[src/rtl/spi_reg_pkg.sv]
// spi_reg_pkg: shared constants, FSM states and register map for the SPI register-file master/slave.
package spi_reg_pkg;
  localparam int CMD_W = 8;
  localparam int WRITE_BIT = 7;
  localparam int STATUS = 0, ACTIONS = 1, P = 2, E = 3, M = 4, CONST = 5, C = 6, SPARE = 7;
  typedef enum logic [2:0] {IDLE, SETUP, SHIFT, HOLD, GAP} state_t;
endpackage

[src/rtl/spi_reg_master_clk_tick.sv]
// spi_clk_tick: CLK_DIV down-counter; tick marks the last clk cycle of a phase, load restarts the phase.
module spi_clk_tick #(
  parameter int CLK_DIV = 4
) (
  input  logic clk,
  input  logic rst_n,
  input  logic load,
  output logic tick
);
  localparam int CW = $clog2(CLK_DIV + 1);
  logic [CW-1:0] cnt;
  always_ff @(posedge clk or negedge rst_n)
    if (!rst_n) cnt <= '0;
    else if (load) cnt <= CW'(CLK_DIV - 1);
    else if (cnt != '0) cnt <= cnt - 1'b1;
  assign tick = cnt == '0;
endmodule

[src/rtl/spi_reg_master.sv]
// spi_reg_master: SPI mode-0 master issuing one 16-bit command+data frame per register read/write request.
module spi_reg_master
  import spi_reg_pkg::*;
#(
  parameter int ADDR_W  = 3,
  parameter int REG_W   = 8,
  parameter int CLK_DIV = 4
) (
  input  logic              clk,
  input  logic              rst_n,
  input  logic              req_valid,
  output logic              req_ready,
  input  logic              req_write,
  input  logic [ADDR_W-1:0] req_addr,
  input  logic [REG_W-1:0]  req_wdata,
  output logic              rsp_valid,
  output logic [REG_W-1:0]  rsp_rdata,
  output logic              busy,
  output logic              spi_cs_n,
  output logic              spi_clk,
  output logic              spi_mosi,
  input  logic              spi_miso
);
  localparam int FW = CMD_W + REG_W;
  state_t state, state_nx;
  logic tick, load, ph, ph_nx, wr, acc, sclk_d, cs_off, first_gap;
  logic [3:0] bitc, bitc_nx;
  logic [FW-1:0] sr;
  logic [REG_W-1:0] rx;
  logic [CMD_W-1:0] cmd;

  spi_clk_tick #(.CLK_DIV(CLK_DIV)) u_tick (.clk(clk), .rst_n(rst_n), .load(load), .tick(tick));

  assign req_ready = state == IDLE;
  assign busy = !req_ready;
  assign acc = req_valid && req_ready;
  assign cs_off = state == IDLE || state == GAP;
  assign sclk_d = state == SHIFT && ph;
  assign first_gap = state == GAP && !spi_cs_n;

  always_comb begin
    cmd = CMD_W'(req_addr);
    cmd[WRITE_BIT] = req_write;
  end

  // SHIFT starts in the high phase: SETUP already served as the first low phase
  always_comb begin
    state_nx = state;
    ph_nx = ph;
    bitc_nx = bitc;
    load = tick;
    case (state)
      IDLE: begin
        load = acc;
        if (acc) state_nx = SETUP;
      end
      SETUP: if (tick) begin
        state_nx = SHIFT;
        ph_nx = 1'b1;
        bitc_nx = '0;
      end
      SHIFT: if (tick) begin
        ph_nx = !ph;
        if (!ph) begin
          bitc_nx = bitc + 4'd1;
          if (bitc == 4'd15) state_nx = HOLD;
        end
      end
      HOLD: if (tick) state_nx = GAP;
      GAP: if (tick) state_nx = IDLE;
      default: state_nx = IDLE;
    endcase
  end

  always_ff @(posedge clk or negedge rst_n)
    if (!rst_n) begin
      state <= IDLE;
      ph <= 1'b0;
      bitc <= '0;
      sr <= '0;
      rx <= '0;
      wr <= 1'b0;
      spi_cs_n <= 1'b1;
      spi_clk <= 1'b0;
      spi_mosi <= 1'b0;
      rsp_valid <= 1'b0;
      rsp_rdata <= '0;
    end else begin
      state <= state_nx;
      ph <= ph_nx;
      bitc <= bitc_nx;
      spi_cs_n <= cs_off;
      spi_clk <= sclk_d;
      rsp_valid <= first_gap;
      if (first_gap && !wr) rsp_rdata <= rx;
      if (sclk_d && !spi_clk) rx <= {rx[REG_W-2:0], spi_miso};
      if (acc) begin
        sr <= {cmd, req_write ? req_wdata : {REG_W{1'b0}}};
        wr <= req_write;
      end
      if (state == SETUP) spi_mosi <= sr[FW-1];
      else if (spi_clk && !sclk_d) begin
        spi_mosi <= sr[FW-2];
        sr <= sr << 1;
      end else if (cs_off) spi_mosi <= 1'b0;
    end
endmodule

[config.mk]
export PLATFORM = sky130hd
export DESIGN_NAME = spi_reg_master
export DESIGN_NICKNAME = d
export VERILOG_FILES = /design/src/rtl/spi_reg_pkg.sv /design/src/rtl/spi_reg_master_clk_tick.sv /design/src/rtl/spi_reg_master.sv
export SDC_FILE = /design/constraint.sdc
export NUM_CORES = 1
export LEC_CHECK = 0
export ABC_AREA = 1
export CAP_MARGIN = 5
export CORE_ASPECT_RATIO = 1.1
export CORE_MARGIN = 8
export CORE_UTILIZATION = 38
export CTS_CLUSTER_DIAMETER = 80
export DETAILED_ROUTE_END_ITERATION = 7
export PLACE_DENSITY = 0.6
export SYNTH_ARGS = -nofsm -noshare
export SYNTH_HDL_FRONTEND = slang
export SYNTH_HIERARCHICAL = 1
export SYNTH_SLANG_ARGS = --single-unit
[constraint.sdc]
create_clock -name clk -period 2.6 [get_ports clk]
set_input_delay 0.52 -clock clk [delete_from_list [all_inputs] [get_ports clk]]
set_output_delay 0.52 -clock clk [all_outputs]
set_load 0.02 [all_outputs]
==> summary.txt <==
Outcome
  • Status: completed

GRT
  • Gr ovfl total: 0
  • Overall routing resource usage: 0.1067
  • Initial antenna violation count: 0
  • Largest net degree at the start of global routing: 49
  • First-pass GRT wire length: 7.838 mm
  • Vias in the first global route: 1761

Timing
  • Setup Viol. Count Final: 0
  • Max-slew violation count: 0
  • Fmax: 437.0 MHz
  • Rel. slew slack: 0.5987
  • Setup TNS: 0 ns
  • Final Hold Vio Count: 0
  • Worst Tran Pin Value: 0.6020 ns
  • Max Clock Skew: 0.007110 ns
  • Fin crit share: 0.8802
  • Tmin final: 2.289 ns
  • Setup ws final: 0.3114 ns
  • RSZ-0062 raised after global routing: false

Pwr
  • Reg power frac: 0.405
  • Switching Share: 0.3994
  • Gate power share: 0.401
  • Leak: 0.001451 µW
  • Peak supply drop: 0.3799 mV
  • Int Pwr: 1731 µW
  • Psw: 1151 µW
  • Clk pwr share: 0.194
  • Pwr per Cell Area: 1037 nW/µm²

Clocking
  • Setup Buffers After CTS: 0
  • # resized after CTS: 0
  • Clock sink count: 48
  • CTS Hold Bufs: 0
  • CTS clock-pin slew for the worst setup and hold paths: 0.10 ns
  • CTS tree: done
  • Num CTS Buffers: 5
  • Clock buffer depth: 2
  • H-tree depth: 2
  • Clock insertion delay at the later pin of the skew report: 0.31 ns
  • Root Driver: clkbuf_8

Floorplanning
  • Chip height: 97.95 µm
  • Row count: 30
  • Ports: 30
  • Die X: 90.50 µm
  • Core footprint: 6043 µm²
  • Die Area: 8864 µm²
  • Starting Density: 0.3839

Finish
  • N_diodes: 0
  • Multi-input gate area: 893.4 µm²
  • Share of layout cells above drive strength 1: 0.09718
  • Final Net Count: 337
  • FF/Latch Area: 1202 µm²
  • Fill cell count: 614
  • Synth-to-Final Area Change: 19.85%

Place
  • GPL Wtd Cong: 0.7520
  • DPL Wire Length: 3.033 mm
  • # port buffers: 29
  • Dpl ws: 0.6459 ns

Critical path
  • CP cell instances: nor2_4 > nand2_2 > inv_1 > clkdlybuf4s50_1
  • Arrival time at the worst endpoint: 1.77 ns
  • CP endpoint kind: primary output
  • CP peak stage delay: 0.59 ns
  • Crit path max-delay family: buffers and inverters
  • Critical Path RT: 2.08 ns
  • Startpoint types: register
  • Buf/Inv on CP: 2
  • Slowest CP cell: clkdlybuf4s50_1
  • CP Max Fanout: 5
  • WS Path Type: register to primary output

Synthesis
  • Syn Area/Cell: 8.083 µm²
  • Gate count of the mapped netlist: 287
  • Synth Warn #: 6
  • Seq cells post-synth: 48
  • Mapped Area: 2320 µm²
  • Syn Nets: 306
  • Count of cell types in the netlist: 26
  • Seq/Total Area, Yosys: 0.5183

Drt
  • Drc violations: 0
  • Initial DRC count: 108
  • Iteration count of the initial detailed-routing pass: 4
  • Via Count: 1767
  • Total wire length: 4.264 mm
  • Drt wl/cell: 10.69 µm
  • Antenna-violating nets left: 0
  • Via/cell ratio: 4.429

Worst hold path
  • Worst min-delay path class: input pin to asynchronous set/reset pin

Flow run
  • Max Cap Violations: 0
-- area by class of cell --
cell class / instances / share of cell area
Clock buffer: 5 / 0.02475
Multi-Input combinational cell: 187 / 0.3213
Timing Repair Buffer: 31 / 0.1080
Sequential cell: 48 / 0.4325
Clock inverter: 3 / 0.01665
Inverter: 45 / 0.06076
Tap cell: 80 / 0.03600
-- synth_stat cells (all sizes together) --
cell type	number	area (µm²)
ha	3	37.54
nand3	24	150.1
inv	44	165.2
nand3b	1	7.510
clkbuf	1	3.750
nand4	5	31.28
dfstp	1	26.28
dfrtp	47	1176
o21ai	23	115.1
nand2	111	426.7
clkinv	1	3.750
nor3	1	5.000
nor2	11	71.32
or2	7	43.79
a21oi	1	5.000
buf	6	51.30
-- state kept, by name (all words and copies together) (netlist names) --
name and flops:
bitc 4, rsp_valid 1, rsp_rdata 8, wr 1, spi_cs_n 1, rx 8, ph 1, spi_mosi 1
sr 16, state 3, spi_clk 1, u_tick/cnt 3
-- per-stage QoR --
stage / cells / cell area (µm²) / hold slack (ns) / utilization / power [µW]
2_1_floorplan: 287 / 2320 / 0.2244 / - / 2023
3_5_place_dp: 391 / 2665 / 0.4658 / 0.4410 / 2354
4_1_cts: 399 / 2780 / 0.3312 / 0.4600 / 2919
3_3_place_gp: 391 / 2665 / 0.4608 / 0.4410 / 2327
5_1_grt: 399 / 2780 / 0.3584 / 0.4600 / 3141
6_report: 399 / 2780 / 0.2867 / 0.4600 / 2883
-- metal layers --
metal	part of all wire	vias to the layer above	wire length, µm	global-route usage
met4	0.016	0	67	0.04231
met1	0.48	794	2058	0.1230
met2	0.45	28	1925	0.1767
met3	0.050	6	213	0.03684
li1	-	939	-	-
met5	0	-	0	0
-- cell usage in the layout, fill, tap and decap left out --
master	n
a21oi_1	1
buf_2	1
buf_4	2
bufinv_16	1
clkbuf_8	5
clkdlybuf4s50_1	28
clkinv_1	1
clkinvlp_4	1
dfrtp_1	47
dfstp_2	1
ha_1	3
inv_1	41
inv_2	3
inv_6	1
nand2_1	107
nand2_2	4
nand3_1	21
nand3_2	1
nand3_4	2
nand3b_1	1
nand4_1	5
nor2_1	5
nor2_2	3
nor2_4	3
nor3_1	1
o21ai_0	20
o21ai_1	3
or2_0	4
or2_2	3
-- worst paths after layout --
path | depth (start not counted) | startpoint | to | slack, ns
max in group asynchronous | 2 | rst_n | rx[7]$_DFFE_PN0P_ | 1.90
setup reg to reg | 6 | state[2]$_DFFE_PN0P_ | spi_mosi$_DFFE_PN0P_ | 0.87
min in group clk | 2 | rx[6]$_DFFE_PN0P_ | rx[7]$_DFFE_PN0P_ | 0.49
hold reg to reg | 2 | rx[6]$_DFFE_PN0P_ | rx[7]$_DFFE_PN0P_ | 0.49
hold / removal | 2 | rst_n | u_tick/cnt[2]$_DFFE_PN0P_ | 0.29
setup / recovery | 4 | state[2]$_DFFE_PN0P_ | req_ready | 0.31
-- power groups by stage --
| stage | sequential [µW] | clock (µW) | combinational, µW |
|---|---|---|---|
| after floorplan | 1210 | 0 | 817 |
| after detailed placement | 1180 | 0 | 1170 |
| after CTS | 1170 | 575 | 1180 |
| after global routing | 1200 | 600 | 1340 |
| final | 1170 | 558 | 1160 |
| after global placement | 1170 | 0 | 1150 |
-- cell families (layout without fill, tap and decap cells) --
logic type | after synthesis | in the layout | synth area share
AO/OA/AOI/OAI | 24 | 24 | 0.05178
AND/OR/NAND/NOR | 160 | 160 | 0.3171
buffers and inverters | 52 | 84 | 0.09655
adder cells (fa/ha/maj) | 3 | 3 | 0.01618
flip-flops | 48 | 48 | 0.5183
No activity file was read; power rests on OpenSTA's default activity.
